File: config.mk
export PLATFORM = sky130hd
export DESIGN_NAME = rstation_append_ctrl
export DESIGN_NICKNAME = d
export VERILOG_FILES = /design/src/rtl/rstation_append_ctrl.sv
export SDC_FILE = /design/constraint.sdc
export NUM_CORES = 1
export LEC_CHECK = 0
export CORE_AREA = 2 2 189 191
export DETAILED_ROUTE_END_ITERATION = 12
export DIE_AREA = 0 0 191 193
export HOLD_SLACK_MARGIN = 0.03
export PLACE_DENSITY = 0.78
export SETUP_SLACK_MARGIN = 0.05
export SYNTH_ARGS = -nofsm -noshare
export SYNTH_HDL_FRONTEND = slang
export SYNTH_SLANG_ARGS = --single-unit
File: constraint.sdc
create_clock -name clk1 -period 5.3 [get_ports clk1]
set_input_delay 1.06 -clock clk1 [delete_from_list [all_inputs] [get_ports clk1]]
set_output_delay 1.06 -clock clk1 [all_outputs]
set_load 0.01 [all_outputs]
File: src/rtl/rstation_append_ctrl.sv
// -----------------------------------------------------------------------------
// rstation_append_ctrl
//
// Reservation-station bank of the Tomasulo core. Sits between issue and the
// functional units and holds ENTRIES instructions for each of three classes:
// ADD (add/sub), MUL (mul/div) and BCH (branches).
//
//   * Each cycle at most one issued instruction is appended to the
//     lowest-index free entry of its class. Register values are captured
//     directly, or the producing ROB tag is recorded, with a same-cycle
//     bypass from the CDB.
//   * CDB broadcasts resolve waiting operands in every busy entry.
//   * Each class offers one ready entry to its functional unit through a
//     valid/ack handshake; an acked entry is freed at the edge.
//
// Optional feature (macro RS_AGE_PRIORITY_EN):
//   defined   - dispatch picks the oldest ready entry of a class
//   undefined - dispatch picks the lowest-index ready entry; no age state
//
// Ports:
//   clk1, rst                      clock, synchronous active-high reset
//   in_valid, func, rs1, rs2, rd   issued instruction
//   rob_ind                        ROB slot of the issued instruction
//   rsN_busy, rsN_tag, rsN_val     register status / value for each source
//   append_ok                      combinational: instruction accepted
//   cdb_valid, cdb_tag, cdb_data   common data bus
//   X_valid/op/vj/vk/rob/rd, X_ack dispatch port, X in {add, mul, bch}
//   add_count, mul_count, bch_count occupied entries per class
// -----------------------------------------------------------------------------
module rstation_append_ctrl #(
   parameter int DATA_W  = 16,
   parameter int ROB_W   = 3,
   parameter int REG_W   = 4,
   parameter int ENTRIES = 2
) (
   input  logic              clk1,
   input  logic              rst,
   input  logic              in_valid,
   input  logic [3:0]        func,
   input  logic [REG_W-1:0]  rs1,
   input  logic [REG_W-1:0]  rs2,
   input  logic [REG_W-1:0]  rd,
   input  logic [ROB_W-1:0]  rob_ind,
   input  logic              rs1_busy,
   input  logic              rs2_busy,
   input  logic [ROB_W-1:0]  rs1_tag,
   input  logic [ROB_W-1:0]  rs2_tag,
   input  logic [DATA_W-1:0] rs1_val,
   input  logic [DATA_W-1:0] rs2_val,
   output logic              append_ok,
   input  logic              cdb_valid,
   input  logic [ROB_W-1:0]  cdb_tag,
   input  logic [DATA_W-1:0] cdb_data,
   output logic              add_valid,
   output logic [3:0]        add_op,
   output logic [DATA_W-1:0] add_vj,
   output logic [DATA_W-1:0] add_vk,
   output logic [ROB_W-1:0]  add_rob,
   output logic [REG_W-1:0]  add_rd,
   input  logic              add_ack,
   output logic              mul_valid,
   output logic [3:0]        mul_op,
   output logic [DATA_W-1:0] mul_vj,
   output logic [DATA_W-1:0] mul_vk,
   output logic [ROB_W-1:0]  mul_rob,
   output logic [REG_W-1:0]  mul_rd,
   input  logic              mul_ack,
   output logic              bch_valid,
   output logic [3:0]        bch_op,
   output logic [DATA_W-1:0] bch_vj,
   output logic [DATA_W-1:0] bch_vk,
   output logic [ROB_W-1:0]  bch_rob,
   output logic [REG_W-1:0]  bch_rd,
   input  logic              bch_ack,
   output logic [1:0]        add_count,
   output logic [1:0]        mul_count,
   output logic [1:0]        bch_count
);

   localparam int NCLS  = 3;
   localparam int IDX_W = (ENTRIES > 1) ? $clog2(ENTRIES) : 1;

   typedef enum logic [1:0] {
      CLS_ADD = 2'd0,
      CLS_MUL = 2'd1,
      CLS_BCH = 2'd2
   } cls_e;

   typedef struct packed {
      logic              busy;
      logic [3:0]        op;
      logic [DATA_W-1:0] vj;
      logic [DATA_W-1:0] vk;
      logic [ROB_W-1:0]  qj;
      logic [ROB_W-1:0]  qk;
      logic              rj;
      logic              rk;
      logic [ROB_W-1:0]  rob;
      logic [REG_W-1:0]  rd;
   } entry_t;

   entry_t            rs_q    [NCLS][ENTRIES];
   entry_t            rs_d    [NCLS][ENTRIES];
   logic [1:0]        count_q [NCLS];
   logic [1:0]        count_d [NCLS];

   cls_e              in_cls;
   logic              in_legal;
   entry_t            new_e;
   logic              free_found [NCLS];
   logic [IDX_W-1:0]  free_idx   [NCLS];
   logic              ready      [NCLS][ENTRIES];
   logic              sel_valid  [NCLS];
   logic [IDX_W-1:0]  sel_idx    [NCLS];
   logic              ack_v      [NCLS];
   logic              disp       [NCLS];

   logic [3:0]        out_op  [NCLS];
   logic [DATA_W-1:0] out_vj  [NCLS];
   logic [DATA_W-1:0] out_vk  [NCLS];
   logic [ROB_W-1:0]  out_rob [NCLS];
   logic [REG_W-1:0]  out_rd  [NCLS];

   // Source register indices are not needed here: dependencies are carried
   // entirely by the busy/tag/value triples from register status.
   logic unused_regs;
   assign unused_regs = ^{rs1, rs2};

`ifdef RS_AGE_PRIORITY_EN
   // older_q[c][i][j] = 1 when entry i of class c was appended before entry j.
   logic older_q [NCLS][ENTRIES][ENTRIES];
   logic older_d [NCLS][ENTRIES][ENTRIES];
`endif

   // ---------------------------------------------------------------- decode
   always_comb begin
      // NOTE: every signal written here gets a value before any condition,
      // otherwise a path that skips the assignment infers a latch.
      in_legal = ~func[3];
      if (func[2])      in_cls = CLS_BCH;
      else if (func[1]) in_cls = CLS_MUL;
      else              in_cls = CLS_ADD;
   end

   assign ack_v[CLS_ADD] = add_ack;
   assign ack_v[CLS_MUL] = mul_ack;
   assign ack_v[CLS_BCH] = bch_ack;

   // Lowest free entry per class; descending scan leaves the lowest hit last.
   always_comb begin
      for (int c = 0; c < NCLS; c++) begin
         free_found[c] = 1'b0;
         free_idx[c]   = '0;
         for (int e = ENTRIES - 1; e >= 0; e--) begin
            if (!rs_q[c][e].busy) begin
               free_found[c] = 1'b1;
               free_idx[c]   = IDX_W'(e);
            end
         end
      end
   end

   // Free state is taken before the edge, so a slot dispatched this cycle is
   // not reused until the next one.
   assign append_ok = in_valid & in_legal & free_found[in_cls];

   // New entry with operand capture and same-cycle CDB bypass.
   always_comb begin
      new_e      = '0;
      new_e.busy = 1'b1;
      new_e.op   = func;
      new_e.rob  = rob_ind;
      new_e.rd   = rd;
      new_e.qj   = rs1_tag;
      new_e.qk   = rs2_tag;
      if (!rs1_busy) begin
         new_e.vj = rs1_val;
         new_e.rj = 1'b1;
      end else if (cdb_valid && cdb_tag == rs1_tag) begin
         new_e.vj = cdb_data;
         new_e.rj = 1'b1;
      end
      if (!rs2_busy) begin
         new_e.vk = rs2_val;
         new_e.rk = 1'b1;
      end else if (cdb_valid && cdb_tag == rs2_tag) begin
         new_e.vk = cdb_data;
         new_e.rk = 1'b1;
      end
   end

   // -------------------------------------------------------------- dispatch
   always_comb begin
      for (int c = 0; c < NCLS; c++)
         for (int e = 0; e < ENTRIES; e++)
            ready[c][e] = rs_q[c][e].busy & rs_q[c][e].rj & rs_q[c][e].rk;
   end

   always_comb begin
      for (int c = 0; c < NCLS; c++) begin
         sel_valid[c] = 1'b0;
         sel_idx[c]   = '0;
         for (int e = ENTRIES - 1; e >= 0; e--) begin
`ifdef RS_AGE_PRIORITY_EN
            // Eligible only if no other ready entry is older.
            logic elig;
            elig = ready[c][e];
            for (int j = 0; j < ENTRIES; j++)
               if (j != e && ready[c][j] && older_q[c][j][e]) elig = 1'b0;
            if (elig) begin
`else
            if (ready[c][e]) begin
`endif
               sel_valid[c] = 1'b1;
               sel_idx[c]   = IDX_W'(e);
            end
         end
         disp[c] = sel_valid[c] & ack_v[c];
      end
   end

   always_comb begin
      for (int c = 0; c < NCLS; c++) begin
         out_op[c]  = '0;
         out_vj[c]  = '0;
         out_vk[c]  = '0;
         out_rob[c] = '0;
         out_rd[c]  = '0;
         if (sel_valid[c]) begin
            out_op[c]  = rs_q[c][sel_idx[c]].op;
            out_vj[c]  = rs_q[c][sel_idx[c]].vj;
            out_vk[c]  = rs_q[c][sel_idx[c]].vk;
            out_rob[c] = rs_q[c][sel_idx[c]].rob;
            out_rd[c]  = rs_q[c][sel_idx[c]].rd;
         end
      end
   end

   // ------------------------------------------------------------ next state
   always_comb begin
      rs_d = rs_q;
      for (int c = 0; c < NCLS; c++) begin
         for (int e = 0; e < ENTRIES; e++) begin
            if (rs_q[c][e].busy && cdb_valid) begin
               if (!rs_q[c][e].rj && rs_q[c][e].qj == cdb_tag) begin
                  rs_d[c][e].vj = cdb_data;
                  rs_d[c][e].rj = 1'b1;
               end
               if (!rs_q[c][e].rk && rs_q[c][e].qk == cdb_tag) begin
                  rs_d[c][e].vk = cdb_data;
                  rs_d[c][e].rk = 1'b1;
               end
            end
         end
         if (disp[c]) rs_d[c][sel_idx[c]].busy = 1'b0;
         count_d[c] = count_q[c]
                    + {1'b0, append_ok && (in_cls == cls_e'(c))}
                    - {1'b0, disp[c]};
      end
      // The target entry was free before the edge, so it cannot collide with
      // the CDB or dispatch updates above.
      if (append_ok) rs_d[in_cls][free_idx[in_cls]] = new_e;
   end

`ifdef RS_AGE_PRIORITY_EN
   // A newly appended entry becomes younger than every other entry.
   always_comb begin
      older_d = older_q;
      if (append_ok) begin
         for (int j = 0; j < ENTRIES; j++) begin
            older_d[in_cls][free_idx[in_cls]][j] = 1'b0;
            if (IDX_W'(j) != free_idx[in_cls])
               older_d[in_cls][j][free_idx[in_cls]] = 1'b1;
         end
      end
   end
`endif

   // ------------------------------------------------------------- registers
   always_ff @(posedge clk1) begin
      // NOTE: state is updated with non-blocking assignments so every flop
      // samples pre-edge values regardless of statement order.
      if (rst) begin
         for (int c = 0; c < NCLS; c++) begin
            count_q[c] <= '0;
            // NOTE: only the control bits are reset; payload fields are never
            // observed until an append rewrites the whole entry.
            for (int e = 0; e < ENTRIES; e++) begin
               rs_q[c][e].busy <= 1'b0;
               rs_q[c][e].rj   <= 1'b0;
               rs_q[c][e].rk   <= 1'b0;
`ifdef RS_AGE_PRIORITY_EN
               for (int j = 0; j < ENTRIES; j++) older_q[c][e][j] <= 1'b0;
`endif
            end
         end
      end else begin
         for (int c = 0; c < NCLS; c++) begin
            count_q[c] <= count_d[c];
            for (int e = 0; e < ENTRIES; e++) begin
               rs_q[c][e] <= rs_d[c][e];
`ifdef RS_AGE_PRIORITY_EN
               for (int j = 0; j < ENTRIES; j++) older_q[c][e][j] <= older_d[c][e][j];
`endif
            end
         end
      end
   end

   // --------------------------------------------------------------- outputs
   assign add_valid = sel_valid[CLS_ADD];
   assign add_op    = out_op[CLS_ADD];
   assign add_vj    = out_vj[CLS_ADD];
   assign add_vk    = out_vk[CLS_ADD];
   assign add_rob   = out_rob[CLS_ADD];
   assign add_rd    = out_rd[CLS_ADD];

   assign mul_valid = sel_valid[CLS_MUL];
   assign mul_op    = out_op[CLS_MUL];
   assign mul_vj    = out_vj[CLS_MUL];
   assign mul_vk    = out_vk[CLS_MUL];
   assign mul_rob   = out_rob[CLS_MUL];
   assign mul_rd    = out_rd[CLS_MUL];

   assign bch_valid = sel_valid[CLS_BCH];
   assign bch_op    = out_op[CLS_BCH];
   assign bch_vj    = out_vj[CLS_BCH];
   assign bch_vk    = out_vk[CLS_BCH];
   assign bch_rob   = out_rob[CLS_BCH];
   assign bch_rd    = out_rd[CLS_BCH];

   assign add_count = count_q[CLS_ADD];
   assign mul_count = count_q[CLS_MUL];
   assign bch_count = count_q[CLS_BCH];

endmodule

======== Word-level counts from Yosys, hierarchy flattened ========
Memories as Yosys holds them, arrays and structs flattened.
Index checks and enable logic that the tools add are counted.
storage, ports and cells
  flip-flop bits (word level) ............. 312
  RAM bits ................................ 6
  bits of input ports ..................... 85
  output and inout port bits .............. 139
  logic and storage cells ................. 278
  memories ................................ 1
memory list
  memory   words  bits a word  read ports  clocked after memory_dff  write ports  line  source
  count_q  3      2            3           0                         3            104   logic [1:0] count_q [NCLS];
cells by class
  $add $sub $neg .......................... 6
  order comparisons ....................... 10
  equality and inequality tests ........... 16
  muxes and demuxes ....................... 118
  bitwise operators ....................... 26
  reduce and logical (&&, ||, !) cells .... 41
operators with widths
  cell                                                                   count
  51-bit 2-to-1 mux                                                      9
  104-bit 2-to-1 mux                                                     4
  16-bit 2-to-1 mux                                                      22
  104-bit bitwise mux                                                    3
  312-bit bitwise mux                                                    1
  312-bit 2-to-1 mux                                                     1
  104-bit demux with 2-bit select                                        1
  52-bit demux with 1-bit select                                         4
  52-bit 2-to-1 mux                                                      4
  32-bit 2-to-1 mux                                                      6
  3-bit equality test                                                    14
  1-bit 2-to-1 mux                                                       42
  1-bit logical AND                                                      28
  4-bit 2-to-1 mux                                                       6
  2-bit 2-to-1 mux                                                       10
  1-bit bitwise AND                                                      17
  1-bit logical NOT                                                      12
  3-bit 2-to-1 mux                                                       3
  2-bit greater-or-equal comparator (second input constant)              4
  2-bit by 1-bit < comparator with 1-bit output (second input constant)  4
  1-bit inverter with 2-bit output                                       4
  2-bit by 1-bit adder with 2-bit output                                 3
  2-bit by 1-bit subtractor with 2-bit output                            3
  1-bit binary-select mux with 2-bit select                              2
  other kinds (8)                                                        10

======== Depth between registers and ports, before layout ========
Gate-level depths: netlist of the first run.
  word-level depth ........................ 15
  depth in mapped cells ................... 10
  gate-level depth less buffers ........... 8

======== Least setup slack after synthesis of the first run ========
OpenSTA, ideal clock, no wires.
  path type ............................... input-to-reg
  start point ............................. in rst
  end point ............................... reg rs_q[103] (netlist name)
  library setup time ...................... 0.089 ns
  data arrival time ....................... 5.695 ns
  required time ........................... 5.211 ns
  path slack .............................. -0.484 ns
  stages .................................. 4
  buffers on the path ..................... 1
  path through ............................ clkbuf_1 -> inv_1 -> o21ai_0 -> a21oi_1
RTL lines
  element                         line  source
  start: declaration              37    input logic rst,
  end signal: indexed assignment  301   rs_q[c][e] <= rs_d[c][e];
  end: declaration                102   entry_t rs_q [NCLS][ENTRIES];

======== Final worst setup path of the first run ========
  start point ............................. reg rs_q[103] (netlist name)
  end point ............................... out bch_vk[15]
between the ends
  longest elaborated chain between the ends .. 8
  elaborated cells on any way between the ends .. 9
  classes of those cells .................. mux: 6; bitwise: 3
ends and longest elaborated chain
  element                                                 line  source
  1-bit bitwise AND (*) (2 in a row)                      196   ready[c][e] = rs_q[c][e].busy & rs_q[c][e].rj & rs_q[c][e].rk;
  1-bit 2-to-1 mux                                        212   if (ready[c][e]) begin
  1-bit inverter with 2-bit output (not written as such)  232   out_vk[c] = rs_q[c][sel_idx[c]].vk;
  51-bit 2-to-1 mux (3 in a row)                          --
  16-bit 2-to-1 mux (*)                                   229   if (sel_valid[c]) begin
  end: declaration                                        71    output logic [DATA_W-1:0] bch_vk,
Every way passes the cells marked *; elsewhere a longest branch is shown, timed or not. The select of a mux whose other input is x is not followed.

==> results of run 1 <==
## worst max-delay path, stage by stage (launching register included)
cell,delay [ps]
dfxtp_1,460
and3_2,440
nor2_4,460
buf_4,340
a22o_1,230
clkdlybuf4s50_1,560
## flip-flops by register name (all words and copies together) (netlist names)
name     count
rs_q       312
count_q      6
## cells by family (layout without fill, tap and decap cells)
kind of cell | after synthesis | in the layout | share of synthesized area [%]
compound gates | 505 | 505 | 23.7
simple gates | 403 | 403 | 12.6
buf+inv | 158 | 319 | 4.56
flops | 318 | 318 | 52.9
mux | 58 | 58 | 3.30
other cells | 1 | 12 | 0.0213
xor+xnor | 48 | 48 | 2.43
fa+ha+maj | 6 | 6 | 0.426
## synthesized netlist by cell type (all sizes together) (6+ instances only)
master  count
a211oi     15
a21oi     162
a22o      129
a22oi     155
a31oi      32
and2       90
and3b      11
and4       10
and4b      10
buf        52
clkbuf     95
dfxtp      24
edfxtp    294
ha          6
inv        10
mux2i      58
nand2     157
nand2b     10
nand3      20
nand3b      6
nand4      10
nor2       15
nor2b      37
nor3       13
nor4        6
o211ai      8
xnor2      33
xor2       15
## power breakdown
group | switching, mW | leakage, nW | internal, mW
clock network | 0.970 | 0.531 | 1.37
logic | 0.335 | 4.01 | 0.195
registers | 0.0603 | 2.88 | 2.87
total | 1.37 | 7.41 | 4.44
## routing by layer
layer	part of all wire [%]	vias to the layer above	wire [um]	track usage (%)
met4	3.2	0	1700	10.3
met1	41	6746	21800	41.5
met2	44	977	23700	41.3
met5	0	-	0	0
li1	-	6031	-	-
met3	12	96	6440	6.05
## per-stage QoR
stage	setup slack [ps]	utilization (%)	std cells
after floorplan	424	-	1508
after global placement	1240	57.1	2071
after detailed placement	1160	57.1	2071
after CTS	1260	60.2	2130
after global routing	1160	60.2	2130
final	1210	60.2	2130
## layout by cell type, fill, tap and decap left out, drive strengths merged, types with 10 or more instances in the layout
cell	synthesis	routed
conb	1	12
nand2	157	157
and4	10	10
nor2b	37	37
a31oi	32	32
a22oi	155	155
and2	90	90
mux2i	58	58
nand4	10	10
a21oi	162	162
nand3	20	20
clkdlybuf4s50	0	213
clkbuf	95	43
xnor2	33	33
edfxtp	294	294
buf	52	36
a22o	129	129
and3b	11	11
clkinv	1	12
dfxtp	24	24
inv	10	11
xor2	15	15
a211oi	15	15
nor3	13	13
nand2b	10	10
and4b	10	10
nor2	15	15
## layout make-up
cell class | instances | area [um^2]
clock buffer | 43 | 916
clock inverter | 16 | 154
fill | 2743 | 13900
inverter | 11 | 45.0
multi-input combinational | 1032 | 7590
sequential | 318 | 9310
tap | 461 | 577
timing repair buffer | 249 | 2460
## how the worst max path moves through the flow
stage                     cells past startpoint         end       start
after floorplan                               2   rs_q[119]         rst
after global placement                        5   rs_q[195]     func[1]
after detailed placement                      6    rs_q[17]  cdb_tag[0]
after CTS                                     5  add_vk[13]   rs_q[259]
after global routing                          5  bch_vk[14]   rs_q[103]
final                                         5  bch_vk[15]   rs_q[103]
==> results.sh, run 1 <==
export IMPL_status="finished clean"
export IMPL_dpl_cell_area_um2=20000
export IMPL_num_vias=13900
export IMPL_max_freq_mhz=245
export IMPL_routed_wl_um=53600
export IMPL_drive_gt1_share_pct=12.3
export IMPL_core_rowCount=69
export IMPL_drtIter0Drc=2100
export IMPL_postCtsSetupRepairBufs=0
export IMPL_ys_seq_area_share_pct=52.9
export IMPL_grt_max_degree=75
export IMPL_avgSynthCellArea_um2=11.8
export IMPL_p_leak_nw=7.41
export IMPL_min_to="rs_q[207]"
export IMPL_clkLatencyLatePin_ps=520
export IMPL_critPathKind="reg2out"
export IMPL_grt_setup_unrepaired="no"
export IMPL_holdWs_ps=608
export IMPL_final_max_slew_viol_count=0
export IMPL_cp_arrival_ps=3030
export IMPL_min_period_ps=4090
export IMPL_clk_pin_slew_ps=60
export IMPL_holdPathStages=2
export IMPL_synth_main_ff_cell="edfxtp_1"
export IMPL_grt_pass1_vias=13000
export IMPL_synth_top_area_share_pct=50.2
export IMPL_grt_ovfl_total=0
export IMPL_finalSetupTns_ps=0
export IMPL_vdd_ir_drop_worst_v=0.000170
export IMPL_dp_hpwl_um=35000
export IMPL_ant_nets=0
export IMPL_die_y_um=193
export IMPL_crit_path_end_kind="output port"
export IMPL_async_flop_share_pct=0
export IMPL_hold_violations=0
export IMPL_final_net_count=1737
export IMPL_routabilityCongestion=0.871
export IMPL_reg2reg_slack_ps=2620
export IMPL_slew_headroom_pct=21.1
export IMPL_skew_ps=16.5
export IMPL_fp_coreArea_um2=35000
export IMPL_cts_tree="yes"
export IMPL_hold_class="reg2reg"
export IMPL_area_growth_pct=19.6
export IMPL_synthCells=1497
export IMPL_cts_hold_buf=0
export IMPL_dieArea_um2=36900
export IMPL_synth_edf_count=294
export IMPL_port_buffers=215
export IMPL_cap_violations=0
export IMPL_io_pins=224
export IMPL_ys_ff_latch=318
export IMPL_cp_max_fo=18
export IMPL_tightest_slew_ps=1180
export IMPL_die_width_um=191
export IMPL_r2r_start="rs_q[207]"
export IMPL_grt_antenna_before_repair=0
export IMPL_min_from="rs_q[207]"
export IMPL_cts_num_sinks=318
export IMPL_power_total_mw=5.80
export IMPL_htree_levels=2
export IMPL_required_ps=4240
export IMPL_clock_root_buffer="clkbuf_16"
export IMPL_grtUsageTotal_pct=28.3
export IMPL_setup_viol=0
export IMPL_viasPerCell=6.50
export IMPL_p_per_area_nw_per_um2=276
export IMPL_r2r_worst_path_cells=4
export IMPL_num_antenna_cells=0
export IMPL_startpoint_type="register"
export IMPL_drcViolationCount=0
export IMPL_synth_area_leader_cell="edfxtp_1"
export IMPL_grt_pass1_wl_um=79000
export IMPL_syn_cell_area_um2=17600
export IMPL_ctsLongestPathBuffers=3
export IMPL_finalCritPeriodShare_pct=77.1
export IMPL_synth_area_leaders="edfxtp_1, a22o_1, a22oi_2"
export IMPL_initial_core_util_pct=50.3
export IMPL_wire_per_inst_um=25.2
export IMPL_cts_buffers=34
export IMPL_synth_warnings=0
export IMPL_stdcell_area_um2=21000
export IMPL_ys_types=50
export IMPL_r2r_end="rs_q[186]"
export IMPL_dr_pass1_iters=7
export IMPL_cts_resized=0
Power figures use the tool's default switching activity.
==> inputs of run 2 (changes only) <==
Settings changed: CORE_AREA 2 2 189 191 to 2 2 182 184, DIE_AREA 0 0 191 193 to 0 0 184 186, PLACE_DENSITY 0.78 to 0.8.
Clock period 5.3 ns to 3.78 ns, I/O delays scaled along.
==> results.sh, run 2 (synthesized netlist as in run 1, its figures left out) <==
export IMPL_hold_violations=0
export IMPL_grt_antenna_before_repair=1
export IMPL_top_regs="rs_q x312, count_q x6"
export IMPL_r2r_end="count_q[0][4]"
export IMPL_viasPerCell=6.63
export IMPL_ctsLongestPathBuffers=3
export IMPL_final_net_count=1790
export IMPL_core_rowCount=66
export IMPL_critical_path_top_delay_family="buffers and inverters"
export IMPL_startpoint_type="register"
export IMPL_power_total_mw=8.18
export IMPL_worst_slack_ps=181
export IMPL_die_y_um=186
export IMPL_cts_tree="yes"
export IMPL_crit_slowest_cell="dfxtp_1"
export IMPL_dieArea_um2=34200
export IMPL_crit_path_end_kind="output port"
export IMPL_drcViolationCount=0
export IMPL_grt_setup_unrepaired="no"
export IMPL_final_common_cell="edfxtp_1"
export IMPL_fillers=2393
export IMPL_reg2reg_slack_ps=1250
export IMPL_io_pins=224
export IMPL_regMostFlops="rs_q"
export IMPL_finalCritPeriodShare_pct=95.2
export IMPL_worstPathCellList="and3_2 > buf_4 > a22o_1 > clkdlybuf4s50_1"
export IMPL_required_ps=3020
export IMPL_stdcell_area_um2=21500
export IMPL_final_max_slew_viol_count=0
export IMPL_max_freq_mhz=278
export IMPL_clock_root_buffer="clkbuf_16"
export IMPL_p_per_area_nw_per_um2=381
export IMPL_dp_hpwl_um=34900
export IMPL_largest_reg_flops=312
export IMPL_dr_pass1_iters=6
export IMPL_post_place_ws_ps=511
export IMPL_drtIter0Drc=1825
export IMPL_area_growth_pct=21.9
export IMPL_port_buffers=215
export IMPL_r2r_worst_path_cells=8
export IMPL_dpl_cell_area_um2=20400
export IMPL_hold_class="reg2reg"
export IMPL_final_cell_mix="edfxtp_1, clkdlybuf4s50_1, a21oi_1"
export IMPL_grt_max_degree=130
export IMPL_grtUsageTotal_pct=30.7
export IMPL_drive_gt1_share_pct=14.8
export IMPL_htree_levels=2
export IMPL_grt_pass1_vias=13700
export IMPL_critPathLaunch="rs_q[103]"
export IMPL_grt_ovfl_total=0
export IMPL_grt_pass1_wl_um=79600
export IMPL_holdWs_ps=602
export IMPL_die_width_um=184
export IMPL_crit_buf_inv=2
export IMPL_num_vias=14100
export IMPL_finalSetupTns_ps=0
export IMPL_vdd_ir_drop_worst_v=0.000261
export IMPL_cp_arrival_ps=2840
export IMPL_initial_core_util_pct=54.7
export IMPL_r2r_start="rs_q[103]"
export IMPL_cp_max_fo=45
export IMPL_p_leak_nw=7.66
export IMPL_crit_cells=4
export IMPL_clk_pin_slew_ps=60
export IMPL_cap_violations=0
export IMPL_status="finished clean"
export IMPL_slowest_delay_ps=590
export IMPL_min_period_ps=3600
export IMPL_routed_wl_um=53600
export IMPL_clkLatencyLatePin_ps=510
export IMPL_fp_coreArea_um2=32200
export IMPL_wire_per_inst_um=25.2
export IMPL_critPathKind="reg2out"
export IMPL_postCtsSetupRepairBufs=0
export IMPL_cts_num_sinks=318
export IMPL_cp_endpoint="bch_op[2]"
export IMPL_cts_buffers=34
export IMPL_slew_headroom_pct=31.0
export IMPL_setup_viol=0
export IMPL_num_antenna_cells=0
export IMPL_skew_ps=7.99
export IMPL_tightest_slew_ps=1030
export IMPL_routabilityCongestion=0.912
export IMPL_ant_nets=0
run 2: cell types whose count changed in the layout (fill, tap and decap cells not counted), sizes merged:
| cell | before | now |
|---|---|---|
| buf | 36 | 88 |
| clkinv | 12 | 8 |
| clkbuf | 43 | 45 |
| clkinvlp | 1 | 2 |
| nor2 | 15 | 16 |
run 2: what timing repair did:
item / in CTS / in global routing
gates resized for setup: 0 / 1
hold buffers: 0 / 0
setup endpoints to repair: 0 / 30
run 2: routing by layer:
metal | global-route usage [%] | vias to the layer above | routed length, um
met5 | 0 | - | 13
met3 | 7.45 | 121 | 6780
met2 | 47.1 | 992 | 24100
li1 | - | 6127 | -
met1 | 42.5 | 6879 | 20900
met4 | 11.4 | 2 | 1900
run 2: worst min path at each step:
stage               cells after the start       from        end  slack, ps
CTS                                     2  rs_q[207]  rs_q[207]        600
finish                                  2  rs_q[207]  rs_q[207]        600
global route                            2  rs_q[207]  rs_q[207]        650
floorplan                               2  rs_q[207]  rs_q[207]        540
global placement                        2  rs_q[207]  rs_q[207]        570
detailed placement                      2  rs_q[207]  rs_q[207]        590
run 2: worst reg2reg max path: cells and delay by family (launching register included):
kind                     cells  cell delay, ps
adder cells (fa/ha/maj)      2             430
buffers and inverters        2             530
AND/OR/NAND/NOR              4             830
flip-flops                   1             590
run 2: stage by stage:
stage | std cells | util (%)
CTS | 2128 | 66.6
finish | 2129 | 66.6
global placement | 2070 | 63.3
floorplan | 1508 | -
global route | 2129 | 66.6
detailed placement | 2070 | 63.3
run 2: layout make-up:
cell class / count / area, um^2 / share of cell area (%)
clock buffers: 45 / 923 / 4.30
clock inverters: 13 / 140 / 0.653
inverters: 11 / 45.0 / 0.210
multi-input cells: 1033 / 7600 / 35.4
flip-flops and latches: 318 / 9310 / 43.4
well taps: 408 / 510 / 2.38
repair buffers: 301 / 2930 / 13.6
run 2: power breakdown:
part / switching (mW) / internal, mW / leakage (nW)
logic: 0.473 / 0.297 / 4.27
registers: 0.0861 / 4.03 / 2.88
clock network: 1.37 / 1.92 / 0.516
total: 1.93 / 6.25 / 7.66
==> inputs of run 3 (changes only) <==
Settings changed: ABC_AREA set to 0.
==> results of run 3 <==
The final DEF is identical to that of run 2; final timing and power are the same.
